--- src/rtl/mult_div_ctrl.sv ---
// Iterative 32-bit multiply/divide unit with HI/LO registers and pipeline stall.
// Operations take 33 busy cycles. Sign correction is applied once the result is ready.
module mult_div_ctrl (
    input  logic        clk,
    input  logic        rst,
    input  logic        en,
    input  logic [5:0]  funct_in,
    input  logic [31:0] rs_in,
    input  logic [31:0] rt_in,
    output logic [31:0] hi_out,
    output logic [31:0] lo_out,
    output logic        busy,
    output logic        done,
    output logic        stall
);
    localparam logic [1:0] S_IDLE = 2'd0;
    localparam logic [1:0] S_RUN  = 2'd1;
    localparam logic [1:0] S_FIN  = 2'd2;

    localparam logic [5:0] F_MFHI  = 6'h10;
    localparam logic [5:0] F_MTHI  = 6'h11;
    localparam logic [5:0] F_MFLO  = 6'h12;
    localparam logic [5:0] F_MTLO  = 6'h13;
    localparam logic [5:0] F_MULT  = 6'h18;
    localparam logic [5:0] F_MULTU = 6'h19;
    localparam logic [5:0] F_DIV   = 6'h1A;
    localparam logic [5:0] F_DIVU  = 6'h1B;

    logic [1:0]  state_q, state_d;
    logic [4:0]  cnt_q, cnt_d;
    logic [63:0] acc_q, acc_d;
    logic [31:0] opa_q, opa_d;
    logic        is_div_q, is_div_d;
    logic        neg_q, neg_d;
    logic        neg_r_q, neg_r_d;
    logic [31:0] hi_q, hi_d;
    logic [31:0] lo_q, lo_d;
    logic        done_q, done_d;

    logic        is_start, is_mt, is_md, signed_op, a_neg, b_neg;
    logic [31:0] rs_mag, rt_mag, quo, rem;
    logic [32:0] sum, rem_sh, diff;
    logic [63:0] prod;

    always_comb begin
        is_start  = (funct_in == F_MULT) || (funct_in == F_MULTU) ||
                    (funct_in == F_DIV)  || (funct_in == F_DIVU);
        is_mt     = (funct_in == F_MTHI) || (funct_in == F_MTLO);
        is_md     = is_start || is_mt || (funct_in == F_MFHI) || (funct_in == F_MFLO);
        signed_op = ~funct_in[0];
        a_neg     = signed_op & rs_in[31];
        b_neg     = signed_op & rt_in[31];
        rs_mag    = a_neg ? (32'd0 - rs_in) : rs_in;
        rt_mag    = b_neg ? (32'd0 - rt_in) : rt_in;

        // Multiply: add multiplicand into the upper half, then shift the whole accumulator right.
        sum    = {1'b0, acc_q[63:32]} + {1'b0, (acc_q[0] ? opa_q : 32'd0)};
        // Divide: shift the next dividend bit into the remainder and trial-subtract.
        rem_sh = {acc_q[63:32], acc_q[31]};
        diff   = rem_sh - {1'b0, opa_q};

        quo  = acc_q[31:0];
        rem  = acc_q[63:32];
        prod = neg_q ? (64'd0 - acc_q) : acc_q;
    end

    always_comb begin
        state_d  = state_q;
        cnt_d    = cnt_q;
        acc_d    = acc_q;
        opa_d    = opa_q;
        is_div_d = is_div_q;
        neg_d    = neg_q;
        neg_r_d  = neg_r_q;
        hi_d     = hi_q;
        lo_d     = lo_q;
        done_d   = 1'b0;
        case (state_q)
            S_IDLE: begin
                if (en && is_start) begin
                    state_d  = S_RUN;
                    cnt_d    = 5'd31;
                    is_div_d = funct_in[1];
                    neg_d    = a_neg ^ b_neg;
                    neg_r_d  = a_neg;
                    acc_d    = funct_in[1] ? {32'd0, rs_mag} : {32'd0, rt_mag};
                    opa_d    = funct_in[1] ? rt_mag : rs_mag;
                end else if (en && funct_in == F_MTHI) begin
                    hi_d = rs_in;
                end else if (en && funct_in == F_MTLO) begin
                    lo_d = rs_in;
                end
            end
            S_RUN: begin
                if (is_div_q)
                    acc_d = diff[32] ? {rem_sh[31:0], acc_q[30:0], 1'b0}
                                     : {diff[31:0], acc_q[30:0], 1'b1};
                else
                    acc_d = {sum, acc_q[31:1]};
                cnt_d = cnt_q - 5'd1;
                if (cnt_q == 5'd0)
                    state_d = S_FIN;
            end
            S_FIN: begin
                // A zero divisor leaves |rs| as remainder, so sign correction restores rs exactly.
                if (is_div_q) begin
                    lo_d = (opa_q == 32'd0) ? '1 : (neg_q ? (32'd0 - quo) : quo);
                    hi_d = neg_r_q ? (32'd0 - rem) : rem;
                end else begin
                    hi_d = prod[63:32];
                    lo_d = prod[31:0];
                end
                done_d  = 1'b1;
                state_d = S_IDLE;
            end
            default: state_d = S_IDLE;
        endcase
    end

    always_ff @(posedge clk) begin
        if (rst) begin
            state_q  <= S_IDLE;
            cnt_q    <= '0;
            acc_q    <= '0;
            opa_q    <= '0;
            is_div_q <= 1'b0;
            neg_q    <= 1'b0;
            neg_r_q  <= 1'b0;
            hi_q     <= '0;
            lo_q     <= '0;
            done_q   <= 1'b0;
        end else begin
            state_q  <= state_d;
            cnt_q    <= cnt_d;
            acc_q    <= acc_d;
            opa_q    <= opa_d;
            is_div_q <= is_div_d;
            neg_q    <= neg_d;
            neg_r_q  <= neg_r_d;
            hi_q     <= hi_d;
            lo_q     <= lo_d;
            done_q   <= done_d;
        end
    end

    assign hi_out = hi_q;
    assign lo_out = lo_q;
    assign done   = done_q;
    assign busy   = (state_q != S_IDLE);
    assign stall  = en && busy && is_md;
endmodule

--- config.mk ---
export PLATFORM = sky130hd
export DESIGN_NAME = mult_div_ctrl
export DESIGN_NICKNAME = d
export VERILOG_FILES = /design/src/rtl/mult_div_ctrl.sv
export SDC_FILE = /design/constraint.sdc
export NUM_CORES = 1
export LEC_CHECK = 0
export CORE_UTILIZATION = 50
export CTS_CLUSTER_SIZE = 28
export DETAILED_ROUTE_END_ITERATION = 12
export HOLD_SLACK_MARGIN = 0.12
export PLACE_DENSITY_LB_ADDON = 0.08
export SETUP_SLACK_MARGIN = 0.1
export SYNTH_ARGS = -nofsm -noshare
export SYNTH_HDL_FRONTEND = slang
export SYNTH_SLANG_ARGS = --single-unit
--- constraint.sdc ---
create_clock -name clk -period 4.2 [get_ports clk]
set_input_delay 0.63 -clock clk [delete_from_list [all_inputs] [get_ports clk]]
set_output_delay 0.63 -clock clk [all_outputs]
set_load 0.01 [all_outputs]
Word level (Yosys, flattened, before mapping)
Cells that the tools add are included.
{"block": "totals", "regBits": 171, "inputBits": 73, "output_inout_bits": 67, "word_cells": 89}
{"block": "classes", "add_sub_neg": 8, "eq_ne": 16, "n_mux": 28, "bitwise_logic": 4, "n_reduce_logical": 23}
{"operator": "32-bit 2-to-1 mux", "count": 15}
{"operator": "64-bit 2-to-1 mux", "count": 4}
{"operator": "32-bit case mux with 2 select lines", "count": 2}
{"operator": "64-bit case mux with 2 select lines", "count": 1}
{"operator": "1-bit by 32-bit subtractor with 32-bit output (first input constant)", "count": 4}
{"operator": "1-bit by 64-bit subtractor with 64-bit output (first input constant)", "count": 1}
{"operator": "6-bit by 5-bit equality test with 1-bit output (second input constant)", "count": 8}
{"operator": "32-bit by 32-bit adder with 33-bit output", "count": 1}
{"operator": "33-bit by 32-bit subtractor with 33-bit output", "count": 1}
{"operator": "32-bit zero test", "count": 1}
{"operator": "2-bit != test (second input constant)", "count": 6}
{"operator": "5-bit case mux with 2 select lines", "count": 1}
{"operator": "1-bit logical OR", "count": 7}
{"operator": "2-bit AND reduction", "count": 3}
{"operator": "2-bit nonzero test", "count": 3}
{"operator": "1-bit logical AND", "count": 5}
{"operator": "5-bit zero test", "count": 1}
{"operator": "5-bit 2-to-1 mux", "count": 1}
{"operator": "5-bit by 1-bit subtractor with 5-bit output (second input constant)", "count": 1}
{"operator": "2-bit 2-to-1 mux", "count": 2}
{"operator": "2-bit case mux with 2 select lines", "count": 1}
{"operator": "4-bit AND reduction", "count": 1}
{"operator": "3-bit AND reduction", "count": 1}
{"operator": "1-bit AND", "count": 2}
{"operator": "other kinds (6)", "count": 6}

Logic depth before layout (Yosys ltp)
{"block": "logic_depth", "depth_word": 8, "depth_mapped": 15}

Least setup slack after synthesis
OpenSTA, ideal clock, no wires.
{"block": "synth_path", "kind": "register to register", "startpoint": "register acc_q[0]", "endpoint": "register acc_q[63]", "arrival_time_ps": 3166, "required_ps": 4083, "setup_slack_ps": 916, "path_stages_with_launch": 15, "path_cell_list": "dfxtp_1 > inv_1 > clkbuf_1 > nor2_1 > ha_1 > and3_1 > and3_1 > and3_1 > a32oi_1 > nand3_1 > o31a_1 > a41oi_2 > o21ai_1 > or4_1 > a32o_1"}
{"block": "synth_between", "elab_chain_cells": 4}
{"element": "start: declaration", "line_no": "31", "rtl": "logic [63:0] acc_q, acc_d;"}
{"element": "start signal: assignment", "line_no": "124", "rtl": "acc_q <= '0;"}
{"element": "start signal: assignment", "line_no": "135", "rtl": "acc_q <= acc_d;"}
{"element": "32-bit 2-to-1 mux", "line_no": "57", "rtl": "sum = {1'b0, acc_q[63:32]} + {1'b0, (acc_q[0] ? opa_q : 32'd0)};"}
{"element": "32-bit by 32-bit adder with 33-bit output", "line_no": "57"}
{"element": "64-bit 2-to-1 mux", "line_no": "95", "rtl": "if (is_div_q)"}
{"element": "64-bit case mux with 2 select lines", "line_no": "78", "rtl": "case (state_q)"}
No other way between the ends.
A chain may end at the register's enable or synchronous reset.

Final worst setup path
{"block": "layout_path", "startpoint": "register acc_q[31]", "endpoint": "register acc_q[40]"}
{"block": "layout_between", "elab_chain_cells": 4}
{"element": "33-bit by 32-bit subtractor with 33-bit output", "line_no": "60", "rtl": "diff = rem_sh - {1'b0, opa_q};"}
{"element": "64-bit 2-to-1 mux", "line_no": "96", "rtl": "acc_d = diff[32] ? {rem_sh[31:0], acc_q[30:0], 1'b0}"}
{"element": "64-bit 2-to-1 mux", "line_no": "95"}
{"element": "64-bit case mux with 2 select lines", "line_no": "78"}
No other way between the ends.

==> results.md <==
* Synth Flop Type: dfxtp_1
* DRC at 0
* Cell taking the most area after synthesis: dfxtp_1
* Hold WC Path Type: flop to flop
* Setup ws final at 0.428 ns
* Most frequent cell after synthesis: nor2_1
* Largest family of logic cells by synthesized area: compound AO/OA/AOI/OAI gates
* Top cells by count, synth: nor2_1, nand2_1, dfxtp_1, a21oi_1, o21ai_0
* # clock sinks at roughly 170
* Gate Count Post-Synth at 1955
* CTS Root Cell: clkbuf_16
* Clock slew at reported path FFs at about 0.08 ns
* Setup-failing EPs final at 0
* Vias/cell at 6.50
* Fmax at 265 MHz
* Largest net degree at the start of global routing at 85
* LEAKAGE at 0.00654 µW
* Max-Cap Viols at 0
* Number of port buffers at 139
* Post-Synth Adder-Cell Area at 0.0633
* Final Hold Vio Count at 0
* Row Count at 61
* Fin. max-slew vios at 0
* M2 GR Usage at 0.568
* Post-synthesis mux area share at 0.0423
* Power Density at around 250 nW/µm²
* Pint at around 3000 µW
* Synth unique cells at 84
* Setup TNS at 0 ns
* Total CTS buffers at 17
* Die width at 172 µm
* Period utilisation layout at 0.898
* First-pass GRT wire length at 83800 µm
* Ys async rst share at 0
* Grt met3 use at 0.0790
* XOR/XNOR Fraction of Synth Area at 0.107
* Clock Tree Buf Depth at 2
* Combinational share of power at 0.218
* Ports at between 100 and 150
* Simple-Gate Fraction of Synth Area at 0.205
* Clock skew at about 0.013 ns
* Synth Area in Compound Gates at 0.291
* Top post-synthesis cells by area: dfxtp_1, xnor2_1, ha_1
* Detailed placement HPWL at 43300 µm
* Post-synth EDFFs at 0
* Least-Margin Pin Slew at 0.847 ns
* Met1 Usage GRT at 0.528
* Nature of the critical path startpoint: flop
* Top Usage Layer GRT: met2
* PostCTS Resize Cnt at 0
* Outcome: finished, final reports clean
* Remaining global-route overflow at 0
* Synth Register Bits at 171
* Routed WL per cell at 23.1 µm
* Initial core utilization at 0.515
* Hold buffer count at CTS at 0
* Core area at 28100 µm²
* Reg power frac at 0.388
* Synth Net Count at 2100
* Share of layout cells above drive strength 1 at 0.0675
* Mapped cell area at approximately 14000 µm²
* WP data required at 4.55 ns
* Final min period at roughly 3.8 ns
* CP Capture Type: flop
* WP data arrival at a little over 4 ns
* Setup bufs post-CTS at 0
* GP Congestion at 0.995
* Max transition margin at 0.435
* Vias in the first global route at between 10000 and 15000
* Skew-Pair Late Insertion Delay at 0.44 ns
* Post-synth top area share at 0.237
* Yosys Warn Count at 0
* Sequential share of the synthesized area at 0.237
* Antenna Cells at 0
* Initial DRC count at approximately 1900
* Routed Wire Length at 56200 µm
* Initial antenna violation count at 0
* Die height at 172 µm
* RSZ-0062 raised after global routing: false
* Syn Area/Cell at 7.40 µm²
* Sw Share at 0.317
* Crit Path Class: flop to flop
* Area delta synth->final at 17.3%
* Pre-antenna DRT Iters at 5
* VDD IR max at 0.265 mV
* CP Max Fanout at 22
* P_sw at 1370 µW
* Htree depth at 4
* TritonCTS clock tree: yes
* Clock Power Share at 0.394
* Die area at 29600 µm²
* Total vias in the final route at 15833
* Layout Nets at around 2200
* Post-route ant nets at 0
* Global Route Usage Sum at 0.377
* Pre-CTS WS at roughly 0.38 ns
## critical path: stages (launching register included)
cell and delay (ns):
dfxtp_1 0.50, inv_1 0.16, ha_1 0.26, fa_1 0.41, nand2b_1 0.20, a21oi_1 0.22, o21a_1 0.24, a31oi_2 0.16
a21oi_2 0.28, a31oi_4 0.16, xnor2_4 0.27, buf_4 0.18, buf_12 0.17, mux2i_1 0.20, o22ai_1 0.10, a21o_1 0.16
## area by class of cell
| class | count | area [µm²] |
|---|---|---|
| inverter | 69 | 259 |
| tap | 378 | 473 |
| timing repair buffer | 205 | 1920 |
| multi-input combinational | 1581 | 10300 |
| clock buffer | 19 | 453 |
| fill | 2733 | 11100 |
| clock inverter | 13 | 158 |
| sequential | 171 | 3430 |
## metrics by stage
step                cell area, µm²  utilization  hold slack, ns  std cells  total power (µW)
floorplan                    14500            -           0.432       1955              2270
global placement             16300        0.581           0.433       2399              2600
detailed placement           16300        0.581           0.439       2399              2600
CTS                          16900        0.603           0.449       2431              4280
global route                 17000        0.604           0.466       2436              4440
finish                       17000        0.604           0.446       2436              4330
## layer usage
metal / up-vias / wire length (µm)
li1: 7310 / -
met1: 7497 / 24300
met2: 930 / 24000
met3: 96 / 6210
met4: 0 / 1740
met5: - / 0
## sequential cells by signal (all words and copies together) (netlist names)
name	count
acc_q	64
cnt_q	5
done	1
hi_out	32
is_div_q	1
lo_out	32
neg_q	1
neg_r_q	1
opa_q	32
state_q	2
## path summary, 6_finish.rpt
kind | start | end | slack [ns] | cells after the start
hold reg to reg | hi_out[25]$_SDFFE_PP0P_ | hi_out[25]$_SDFFE_PP0P_ | 0.45 | 2
setup / recovery | acc_q[31]$_SDFFE_PP0P_ | acc_q[40]$_SDFFE_PP0P_ | 0.43 | 15
hold / removal | hi_out[25]$_SDFFE_PP0P_ | hi_out[25]$_SDFFE_PP0P_ | 0.45 | 2
setup reg to reg | acc_q[31]$_SDFFE_PP0P_ | acc_q[40]$_SDFFE_PP0P_ | 0.43 | 15
## power by group through the flow
stage,logic [µW],registers (µW),clock network (µW)
final,944,1680,1700
after detailed placement,890,1710,0
after floorplan,576,1700,0
after CTS,896,1680,1710
after global routing,1000,1680,1760
after global placement,885,1710,0
## placed cells by master, fill, tap and decap left out, types with 15 or more instances in the layout
cell,netlist,layout
ha_1,70,70
or3_1,16,16
a211oi_1,79,79
o21ai_1,20,20
xor2_1,57,57
o21ai_0,144,144
nand3_1,23,22
buf_4,2,64
clkdlybuf4s50_1,0,137
a21o_1,34,34
nor3_1,47,46
a21oi_1,167,167
nand2b_1,19,19
o31ai_1,15,15
nor4_1,22,22
o221ai_1,35,35
a22oi_1,17,17
nor2b_1,17,15
xnor2_1,116,116
nor2_1,199,198
mux2i_1,60,60
nand2_1,193,193
clkbuf_16,0,17
o211ai_1,25,25
dfxtp_1,171,170
a31oi_1,18,18
inv_1,69,69
and3_1,18,18
## kinds of logic (layout without fill, tap and decap cells)
| kind of cell | Yosys count | after routing |
|---|---|---|
| multiplexers | 61 | 61 |
| AND/OR/NAND/NOR | 625 | 625 |
| flip-flops | 171 | 171 |
| buffers and inverters | 203 | 306 |
| XOR/XNOR | 174 | 174 |
| adder cells (fa/ha/maj) | 72 | 72 |
| AO/OA/AOI/OAI | 649 | 649 |
Note: power is estimated with default switching activity, not from simulation.
